[config.mk]
export PLATFORM = sky130hd
export DESIGN_NAME = exec_unit
export DESIGN_NICKNAME = d
export VERILOG_FILES = /design/src/rtl/exec_unit_pkg.sv /design/src/rtl/exec_unit_alu.sv /design/src/rtl/exec_unit.sv
export SDC_FILE = /design/constraint.sdc
export NUM_CORES = 1
export LEC_CHECK = 0
export CORE_MARGIN = 3
export CORE_UTILIZATION = 45
export CTS_BUF_LIST = sky130_fd_sc_hd__clkbuf_2
export DETAILED_ROUTE_END_ITERATION = 8
export PLACE_DENSITY_LB_ADDON = 0.3
export SLEW_MARGIN = 0
export SYNTH_ARGS = -nofsm -noshare
export SYNTH_HDL_FRONTEND = slang
export SYNTH_SLANG_ARGS = --single-unit
[constraint.sdc]
create_clock -name clock -period 11.5 [get_ports clock]
set_input_delay 3.45 -clock clock [delete_from_list [all_inputs] [get_ports clock]]
set_output_delay 3.45 -clock clock [all_outputs]
set_load 0.005 [all_outputs]
[src/rtl/exec_unit_pkg.sv]
// exec_unit_pkg: shared constants for the execute stage.
//   EXEC        - value of the pipeline phase input in which EX advances
//   opcode_t    - 5-bit opcode encodings (ir[IR_WIDTH-1:IR_WIDTH-5]), incl. OP_MUL
//   fsm_t       - execute-stage sequencer states (IDLE, MUL)
//   updates_flags() - opcodes whose result writes zf/sf/cf
package exec_unit_pkg;

  localparam logic EXEC = 1'b1;

  typedef enum logic [4:0] {
    OP_NOP   = 5'd0,  OP_HALT  = 5'd1,  OP_LOAD  = 5'd2,  OP_STORE = 5'd3,
    OP_LDIH  = 5'd4,  OP_ADD   = 5'd5,  OP_ADDI  = 5'd6,  OP_ADDC  = 5'd7,
    OP_SUB   = 5'd8,  OP_SUBI  = 5'd9,  OP_SUBC  = 5'd10, OP_CMP   = 5'd11,
    OP_AND   = 5'd12, OP_OR    = 5'd13, OP_XOR   = 5'd14, OP_SLL   = 5'd15,
    OP_SRL   = 5'd16, OP_SLA   = 5'd17, OP_SRA   = 5'd18, OP_JUMP  = 5'd19,
    OP_JMPR  = 5'd20, OP_BZ    = 5'd21, OP_BNZ   = 5'd22, OP_BN    = 5'd23,
    OP_BNN   = 5'd24, OP_BC    = 5'd25, OP_BNC   = 5'd26, OP_MUL   = 5'd27
  } opcode_t;

  typedef enum logic {
    IDLE = 1'b0,
    MUL  = 1'b1
  } fsm_t;

  function automatic logic updates_flags(opcode_t op);
    return op inside {OP_ADD, OP_ADDI, OP_ADDC, OP_SUB, OP_SUBI, OP_SUBC, OP_CMP};
  endfunction

endpackage

[src/rtl/exec_unit_alu.sv]
// alu_param: combinational ALU of the execute stage.
//   ex_ir   in  instruction (opcode in top 5 bits)
//   reg_A   in  operand A
//   reg_B   in  operand B (low clog2(WIDTH) bits are the shift amount)
//   cfin    in  carry/borrow in for ADDC/SUBC
//   cfout   out carry-out (add) or borrow-out (subtract), 0 otherwise
//   alu_out out result; 0 for opcodes without a datapath result (incl. MUL)
module alu_param #(
  parameter int WIDTH    = 16,
  parameter int IR_WIDTH = 16
) (
  input  logic [IR_WIDTH-1:0] ex_ir,
  input  logic [WIDTH-1:0]    reg_A,
  input  logic [WIDTH-1:0]    reg_B,
  input  logic                cfin,
  output logic                cfout,
  output logic [WIDTH-1:0]    alu_out
);
  import exec_unit_pkg::*;

  localparam int SHW = $clog2(WIDTH);

  opcode_t        op;
  logic [SHW-1:0] sh;
  logic [WIDTH:0] ext;
  logic           unused_bits;

  assign op          = opcode_t'(ex_ir[IR_WIDTH-1 -: 5]);
  assign sh          = reg_B[SHW-1:0];
  assign unused_bits = ^{ex_ir[IR_WIDTH-6:0], reg_B[WIDTH-1:SHW]};

  // Subtraction is done zero-extended, so ext[WIDTH] is the borrow.
  always_comb begin
    ext     = '0;
    alu_out = '0;
    cfout   = 1'b0;
    case (op)
      OP_ADD, OP_ADDI, OP_LOAD, OP_STORE: begin
        ext     = {1'b0, reg_A} + {1'b0, reg_B};
        alu_out = ext[WIDTH-1:0];
        cfout   = ext[WIDTH];
      end
      OP_ADDC: begin
        ext     = {1'b0, reg_A} + {1'b0, reg_B} + {{WIDTH{1'b0}}, cfin};
        alu_out = ext[WIDTH-1:0];
        cfout   = ext[WIDTH];
      end
      OP_SUB, OP_SUBI, OP_CMP: begin
        ext     = {1'b0, reg_A} - {1'b0, reg_B};
        alu_out = ext[WIDTH-1:0];
        cfout   = ext[WIDTH];
      end
      OP_SUBC: begin
        ext     = {1'b0, reg_A} - {1'b0, reg_B} - {{WIDTH{1'b0}}, cfin};
        alu_out = ext[WIDTH-1:0];
        cfout   = ext[WIDTH];
      end
      OP_AND:          alu_out = reg_A & reg_B;
      OP_OR:           alu_out = reg_A | reg_B;
      OP_XOR:          alu_out = reg_A ^ reg_B;
      OP_SLL, OP_SLA:  alu_out = reg_A << sh;
      OP_SRL:          alu_out = reg_A >> sh;
      OP_SRA:          alu_out = $unsigned($signed(reg_A) >>> sh);
      OP_LDIH:         alu_out = reg_B;
      default:         alu_out = '0;
    endcase
  end

endmodule

[src/rtl/exec_unit.sv]
// exec_unit: pipeline EX stage with optional multi-cycle shift-add multiplier.
// Build option: define EXEC_UNIT_MUL_EN to include the MUL sequencer; when
// undefined, MUL is a single-cycle op giving reg_C=0 and busy is tied 0.
//   clock, reset   rising-edge clock, asynchronous active-low reset
//   state          pipeline phase; registers advance only when state == EXEC
//   ex_ir          instruction in EX (held upstream while busy)
//   reg_A, reg_B   operands;  smdr  store data
//   jump           flush: bubble into MEM, abort MUL, keep reg_C/flags
//   alu_out        combinational ALU result
//   mem_ir         instruction to MEM (0 = bubble)
//   reg_C          registered result;  zf, sf, cf  registered flags
//   dw, smdr1      MEM write strobe and registered store data
//   busy           MUL in progress
module exec_unit #(
  parameter int WIDTH    = 16,
  parameter int IR_WIDTH = 16
) (
  input  logic                clock,
  input  logic                reset,
  input  logic                state,
  input  logic [IR_WIDTH-1:0] ex_ir,
  input  logic [WIDTH-1:0]    reg_A,
  input  logic [WIDTH-1:0]    reg_B,
  input  logic [WIDTH-1:0]    smdr,
  input  logic                jump,
  output logic [WIDTH-1:0]    alu_out,
  output logic [IR_WIDTH-1:0] mem_ir,
  output logic [WIDTH-1:0]    reg_C,
  output logic                zf,
  output logic                sf,
  output logic                cf,
  output logic                dw,
  output logic [WIDTH-1:0]    smdr1,
  output logic                busy
);
  import exec_unit_pkg::*;

  opcode_t op;
  logic    alu_cf;

  assign op = opcode_t'(ex_ir[IR_WIDTH-1 -: 5]);

  alu_param #(.WIDTH(WIDTH), .IR_WIDTH(IR_WIDTH)) u_alu (
    .ex_ir   (ex_ir),
    .reg_A   (reg_A),
    .reg_B   (reg_B),
    .cfin    (cf),
    .cfout   (alu_cf),
    .alu_out (alu_out)
  );

`ifdef EXEC_UNIT_MUL_EN
  localparam int CW = $clog2(WIDTH);

  fsm_t               fsm;
  logic [CW-1:0]      count;
  logic [2*WIDTH-1:0] acc;
  logic [2*WIDTH-1:0] mcand;
  logic [WIDTH-1:0]   mplier;
  logic [2*WIDTH-1:0] acc_next;

  // One shift-add step: the multiplicand shifts left while the multiplier
  // shifts right, so mplier[0] always selects the current partial product.
  assign acc_next = mplier[0] ? acc + mcand : acc;
  assign busy     = (fsm == MUL);
`else
  assign busy = 1'b0;
`endif

  always_ff @(posedge clock or negedge reset) begin
    if (!reset) begin
      mem_ir <= '0;
      reg_C  <= '0;
      zf     <= 1'b0;
      sf     <= 1'b0;
      cf     <= 1'b0;
      dw     <= 1'b0;
      smdr1  <= '0;
`ifdef EXEC_UNIT_MUL_EN
      fsm    <= IDLE;
      count  <= '0;
      acc    <= '0;
      mcand  <= '0;
      mplier <= '0;
`endif
    end else if (state == EXEC) begin
      // Only a STORE issuing this cycle drives a memory write.
      dw    <= 1'b0;
      smdr1 <= '0;
      if (jump) begin
        mem_ir <= '0;
`ifdef EXEC_UNIT_MUL_EN
        fsm    <= IDLE;
`endif
      end
`ifdef EXEC_UNIT_MUL_EN
      else if (fsm == MUL) begin
        acc    <= acc_next;
        mcand  <= mcand << 1;
        mplier <= mplier >> 1;
        count  <= count + 1'b1;
        if (count == CW'(WIDTH - 1)) begin
          reg_C  <= acc_next[WIDTH-1:0];
          zf     <= (acc_next[WIDTH-1:0] == '0);
          sf     <= acc_next[WIDTH-1];
          cf     <= |acc_next[2*WIDTH-1:WIDTH];
          mem_ir <= ex_ir;
          fsm    <= IDLE;
        end else begin
          mem_ir <= '0;
        end
      end else if (op == OP_MUL) begin
        mcand  <= {{WIDTH{1'b0}}, reg_A};
        mplier <= reg_B;
        acc    <= '0;
        count  <= '0;
        mem_ir <= '0;
        fsm    <= MUL;
      end
`endif
      else begin
        mem_ir <= ex_ir;
        reg_C  <= alu_out;
        if (updates_flags(op)) begin
          zf <= (alu_out == '0);
          sf <= alu_out[WIDTH-1];
          cf <= alu_cf;
        end
        if (op == OP_STORE) begin
          dw    <= 1'b1;
          smdr1 <= smdr;
        end
      end
    end
  end

endmodule

==> flow_summary_export.csv, run 1 <==
group,metric,value,unit
status,status,"finished, final reports clean",
global_route,grt_pass1_wl,39500,µm
pwr,power_density,78.1,mW/mm²
pwr,seq_power_share,0.301,
final_layout,nNetsFinal,1132,
logic_synthesis,synth_top_area_share,0.180,
worst_hold_path,min_path_cells,2,
logic_synthesis,synthTopCellsByArea,"dfrtp_1 18%, ha_1 9.3%, mux4_2 6.5%",
sta,slew_headroom,0.413,
clocking,clkSlewWorstSetupHoldPaths,0.24,ns
sta,period_minus_slack,11.29,ns
pwr,internal_power,415,µW
die,dieArea,0.0176,mm²
sta,drv_slew,0,
place,place_ws,0.206,ns
clocking,cts_tree,"yes",
worst_setup_path,worst-path-stages,14,
logic_synthesis,synth_edf_count,0,
route,maxUsedRoutingLayer,"met4",
place,post-dp-hpwl,20100,µm
place,gp_congestion,1.03,
clocking,htree_levels,2,
pwr,p_sw,289,µW
logic_synthesis,seq_area_frac_synth,0.180,
global_route,first_global_vias,7059,
route,wirelength,25300,µm
sta,period_share,0.982,
logic_synthesis,synthDistinctLibCells,85,
clocking,numCtsBuffers,5,
sta,setup_ws,0.206,ns
route,dr_wl_met3,1980,µm
global_route,track_usage,0.277,
logic_synthesis,synth_fp_nets,1004,
pwr,pwr-share-comb,0.596,
worst_setup_path,crit_chain,"clkdlybuf4s50_1 -> ha_1 -> fa_1 -> a21o_1 -> a221oi_2 -> o21ai_1 -> a31o_2 -> xnor2_1 -> nor4b_2 -> nand2b_1 -> xnor2_1 -> a221oi_1 -> o211ai_1 -> clkdlybuf4s50_1",
sta,clock.fmax,88.5,MHz
clocking,cts_root_buf,"clkbuf_2",
worst_setup_path,cp_slowest_cell,"clkdlybuf4s50_1",
worst_setup_path,start_kind,"input pin",
worst_setup_path,critPathArrivalTime,7.84,ns
worst_setup_path,end_kind,"output port",
route,firstDrtPassIters,5,
worst_setup_path,crit_type,"input pin to output port",
pwr,p_leak,3.79,nW
clocking,cts_setup_buffers,0,
route,viasPerCell,6.19,
logic_synthesis,synth_warnings,0,
die,io_pins,137,
logic_synthesis,syn_area,0.00724,mm²
logic_synthesis,syn_inst,880,
worst_setup_path,slowest_delay,0.55,ns
sta,rsz0062_at_grt,"yes",
route,avgRoutedWirePerCell,20.7,µm
die,row_count,45,
die,core_area,0.0155,mm²
sta,finalHoldViolations,0,
logic_synthesis,synth_area_per_cell,8.22,µm²
worst_setup_path,path_max_fanout,6,
global_route,antenna_found_initial,1,
route,ant_nets,0,
clocking,cts_max_path_buffers,2,
logic_synthesis,synthArstFlopShare,1.00,
pwr,ir_drop,0.0495,mV
sta,setup_viol,0,
sta,worst_pin_slew,0.880,ns
worst_setup_path,crit_required,8.05,ns
route,drc,0,
final_layout,drive_gt1_frac,0.126,
route,vias,7561,
route,wl_met1,10900,µm
pwr,power_switching_share,0.411,
route,first_iter_violations,567,
global_route,grt_max_degree,53,
die,start_util,0.467,
logic_synthesis,synth_area_leader_cell,"dfrtp_1",
sta,final.setup_skew,0.0307,ns
worst_setup_path,worst_r2r_path_depth,13,
route,wl_met2,11500,µm
die,die-width,133,µm
worst_setup_path,critical_path.top_delay_family,"compound AO/OA/AOI/OAI gates",
die,fp.dieH,133,µm
clocking,clk_latency,0.45,ns
pwr,p_clk_frac,0.103,
final_layout,final_core_util,0.582,
global_route,grt_overflow_total,0,
clocking,cts.sinks,52,
place,io_buffers,135,
final_layout,area.growth.synth_to_final,24.6,%
logic_synthesis,synth-seq-cells,52,
worst_hold_path,hold_path_class,"flop to flop",
clocking,cts_hold_buf,0,
worst_setup_path,cp_num_buf_inv,2,
logic_synthesis,synth_ff_type,"dfrtp_1",
job,cap_violations,0,
routing by layer:
layer	vias up	global-route usage
met1	3557	0.384
met5	-	0
met4	0	0.0953
met3	58	0.0304
li1	3548	-
met2	398	0.449
layout by cell type, fill, tap and decap left out, drive strengths merged, types with 6 or more instances in the layout:
master and count:
a221oi 21, o21ai 48, ha 54, nand4 10, nand3b 15, buf 53, mux2i 22, xnor2 41
a21oi 39, xor2 9, nor2b 9, a2111oi 6, dfrtp 52, and3 7, o31ai 7, mux4 21
a22o 19, nand2b 13, a21o 12, clkdlybuf4s50 132, a22oi 10, nor3 19, a211oi 12, nand2 58
inv 74, mux2 17, or3 7, nor2 63, nand3 24, o221ai 11, nor4 9, o211ai 10
o22ai 8
final timing paths:
kind	startpoint	endpoint	slack [ns]
min in group asynchronous	reset	mem_ir[11]	3.05
hold / removal	reg_C[3]	reg_C[3]	0.51
setup / recovery	reg_A[0]	alu_out[14]	0.21
max in group asynchronous	reset	mem_ir[0]	8.01
hold reg to reg	reg_C[3]	reg_C[3]	0.51
setup reg to reg	cf	zf	7.81
timing repair:
action	4_1_cts	5_1_grt
hold endpoints to repair	0	0
setup endpoints to repair	0	2
resized for setup	0	3
worst reg2reg max path, stage by stage, from the launching register on:
cell	delay (ns)
dfrtp_1	0.52
ha_1	0.25
ha_1	0.26
xnor2_1	0.15
nand3_1	0.09
a2111oi_0	0.15
a211oi_1	0.23
o21ai_0	0.25
nor4b_1	0.42
nand3_1	0.13
nor4_1	0.27
nand4_1	0.19
or4_1	0.46
o32ai_1	0.24
final cells by class:
class / instances / area, µm²
Inverter: 74 / 278
Clock inverter: 3 / 17.5
Multi-Input combinational cell: 690 / 5420
Sequential cell: 52 / 1300
Clock buffer: 5 / 25.0
Fill cell: 1446 / 6470
Timing Repair Buffer: 185 / 1710
Antenna cell: 1 / 2.50
Tap cell: 211 / 264
logic make-up after synthesis:
group / Yosys count / share of synthesized area
AOI/OAI and AO/OA: 264 / 0.273
xor gates and xnor gates: 50 / 0.0616
adders and majority gates: 56 / 0.0989
buffers and inverters: 138 / 0.0762
DFF: 52 / 0.180
muxes: 60 / 0.122
other: 1 / 0.000518
and+or+nand+nor: 259 / 0.188
flip-flops by register name, summed over array words and instances (netlist names):
name    cells
zf          1
reg_C      16
sf          1
cf          1
mem_ir     16
smdr1      16
dw          1
synthesized netlist by cell type (15+ instances only):
cell type / instances
nand3b_1: 15
nor3_1: 17
a22o_1: 19
clkbuf_1: 41
mux4_2: 21
nand3_1: 23
o21ai_0: 46
nor2_1: 62
mux2_2: 17
a221oi_1: 19
a21oi_1: 39
nand2_1: 58
inv_1: 72
buf_2: 15
dfrtp_1: 52
mux2i_1: 22
ha_1: 54
xnor2_1: 40
power by group through the flow:
| stage | Clock [mW] | Combinational, mW | Sequential (mW) |
|---|---|---|---|
| floorplan | 0 | 0.237 | 0.216 |
| global placement | 0 | 0.409 | 0.214 |
| detailed placement | 0 | 0.411 | 0.215 |
| CTS | 0.0765 | 0.412 | 0.212 |
| global route | 0.0818 | 0.452 | 0.215 |
| finish | 0.0726 | 0.419 | 0.212 |
per-stage QoR:
step | power, mW | hold WS, ns | setup TNS [ns] | area [µm²] | instances
after floorplan | 0.453 | 0.473 | 0 | 7240 | 880
after global placement | 0.623 | 0.460 | 0 | 8950 | 1212
after detailed placement | 0.626 | 0.470 | 0 | 8950 | 1212
after CTS | 0.701 | 0.520 | 0 | 8990 | 1220
after global routing | 0.748 | 0.550 | -0.00623 | 9020 | 1221
final | 0.704 | 0.514 | 0 | 9020 | 1221
Power figures use the tool's default switching activity.
==> run 2, diff against run 1 <==
--- a/config.mk
+++ b/config.mk
@@ -5,7 +5,6 @@
 export SDC_FILE = /design/constraint.sdc
 export NUM_CORES = 1
 export LEC_CHECK = 0
-export CORE_MARGIN = 3
 export CORE_UTILIZATION = 45
 export CTS_BUF_LIST = sky130_fd_sc_hd__clkbuf_2
 export DETAILED_ROUTE_END_ITERATION = 8
==> constraint.sdc (replaced) <==
create_clock -name clock -period 12.8 [get_ports clock]
set_input_delay 3.84 -clock clock [delete_from_list [all_inputs] [get_ports clock]]
set_output_delay 3.84 -clock clock [all_outputs]
set_load 0.005 [all_outputs]
==> flow_summary_export.csv, run 2 (synthesis results as in run 1) <==
group,metric,value,unit
status,status,"finished, final reports clean",
pwr,power_switching_share,0.399,
die,die-width,129,µm
sta,slew_headroom,0.391,
sta,whs,0.514,ns
place,place_ws,0.558,ns
final_layout,nNetsFinal,1108,
final_layout,largestRegisters,"mem_ir (16), reg_C (16), smdr1 (16)",
worst_setup_path,critical_path.most_common_cell,"clkdlybuf4s50_1",
worst_setup_path,start_kind,"input pin",
final_layout,final_core_util,0.573,
pwr,seq_power_share,0.299,
worst_setup_path,critPathArrivalTime,8.48,ns
worst_setup_path,cp_slowest_cell,"nor4_1",
global_route,antenna_found_initial,0,
final_layout,num_antenna_cells,0,
global_route,grt_max_degree,53,
clocking,htree_levels,2,
route,wirelength,24500,µm
place,io_buffers,135,
clocking,numCtsBuffers,5,
global_route,grt_overflow_total,0,
sta,period_share,0.962,
sta,rsz0062_at_grt,"no",
pwr,pwr-share-comb,0.570,
final_layout,area.growth.synth_to_final,22.1,%
pwr,internal_power,382,µW
route,avgRoutedWirePerCell,20.5,µm
worst_setup_path,crit_chain,"clkdlybuf4s50_1 -> inv_1 -> ha_1 -> nor4_1 -> a2111oi_0 -> a311oi_1 -> nand3_1 -> or3b_2 -> xor2_1 -> o211ai_1 -> clkdlybuf4s50_1",
worst_hold_path,hold_path_class,"flop to flop",
clocking,clkSlewWorstSetupHoldPaths,0.22,ns
worst_setup_path,end_kind,"output port",
clocking,cts_hold_buf,0,
pwr,ir_drop,0.0544,mV
route,first_iter_violations,717,
clocking,cts.sinks,52,
pwr,power,636,µW
final_layout,drive_gt1_frac,0.103,
route,viasPerCell,6.28,
worst_setup_path,crit_required,8.96,ns
die,row_count,45,
worst_setup_path,crit_type,"input pin to output port",
pwr,p_clk_frac,0.131,
clocking,cts_root_buf,"clkbuf_2",
place,gp_congestion,1.02,
route,drc,0,
clocking,cts_tree,"yes",
die,start_util,0.469,
final_layout,final_cell_mix,"132 x clkdlybuf4s50_1, 72 x inv_1, 62 x nor2_1",
final_layout,final_common_cell,"clkdlybuf4s50_1",
route,firstDrtPassIters,6,
die,dieArea,0.0166,mm²
pwr,p_sw,253,µW
global_route,track_usage,0.297,
sta,period_minus_slack,12.32,ns
global_route,grt_pass1_wl,38500,µm
sta,worst_pin_slew,0.914,ns
sta,finalHoldViolations,0,
clocking,cts_max_path_buffers,2,
worst_setup_path,slowest_delay,0.82,ns
route,ant_nets,0,
global_route,first_global_vias,6932,
sta,final.setup_skew,0.0207,ns
pwr,p_leak,3.68,nW
sta,clock.fmax,81.2,MHz
sta,drv_slew,0,
die,core_area,0.0154,mm²
worst_setup_path,path_max_fanout,10,
clocking,clk_latency,0.43,ns
clocking,cts_setup_buffers,0,
sta,tns,0,ns
die,fp.dieH,129,µm
job,cap_violations,0,
place,post-dp-hpwl,19400,µm
die,io_pins,137,
sta,setup_viol,0,
route,vias,7510,
pwr,power_density,71.9,mW/mm²
clocking,cts.repair.resized,0,
sta,setup_ws,0.481,ns
## run 2: cell count changes in the layout (fill, tap and decap cells not counted), sizes merged
cell and delta:
clkinv -1, diode -1, bufinv +1, clkbuf +1, buf -24, inv -1
## run 2: worst paths after layout
| kind | slack, ns | startpoint | cells past startpoint | endpoint |
|---|---|---|---|---|
| setup / recovery | 0.48 | reg_A[7] | 11 | alu_out[14] |
| hold / removal | 0.51 | mem_ir[14] | 2 | mem_ir[14] |
| setup reg to reg | 9.19 | cf | 13 | zf |
| hold reg to reg | 0.51 | mem_ir[14] | 2 | mem_ir[14] |
| max in group asynchronous | 8.90 | reset | 2 | smdr1[0] |
| min in group asynchronous | 3.46 | reset | 2 | mem_ir[10] |
## run 2: stage by stage
step           instances  instance area (µm²)
6_report            1196                 8840
5_1_grt             1196                 8840
4_1_cts             1196                 8840
3_5_place_dp        1188                 8770
3_3_place_gp        1188                 8770
2_1_floorplan        880                 7240
## run 2: power groups by stage
| stage | sequential, mW | clock [mW] | combinational, mW |
|---|---|---|---|
| 6_report | 0.190 | 0.0830 | 0.362 |
| 5_1_grt | 0.193 | 0.0925 | 0.392 |
| 4_1_cts | 0.191 | 0.0852 | 0.358 |
| 3_5_place_dp | 0.194 | 0 | 0.357 |
| 3_3_place_gp | 0.192 | 0 | 0.354 |
| 2_1_floorplan | 0.194 | 0 | 0.213 |
## run 2: worst max-delay path, delay by kind of cell
kind / cells / cell delay, ns
AOI/OAI and AO/OA: 3 / 1.14
xor gates and xnor gates: 1 / 0.16
adders and majority gates: 1 / 0.43
buffers and inverters: 3 / 1.36
and+or+nand+nor: 3 / 1.55
## run 2: per-layer routing
layer,GRT usage,vias to the layer above,share of wire
met4,0.120,0,0.036
met1,0.399,3527,0.42
met2,0.481,436,0.46
li1,-,3496,-
met3,0.0395,51,0.091
met5,0,-,0
## run 2: cell type report
| class | instances | area (µm²) |
|---|---|---|
| clock buffer | 6 | 30.0 |
| clock inverter | 2 | 35.0 |
| fill | 1493 | 6590 |
| inverter | 74 | 278 |
| multi-input combinational | 690 | 5400 |
| sequential | 52 | 1300 |
| tap | 211 | 264 |
| timing repair buffer | 161 | 1530 |
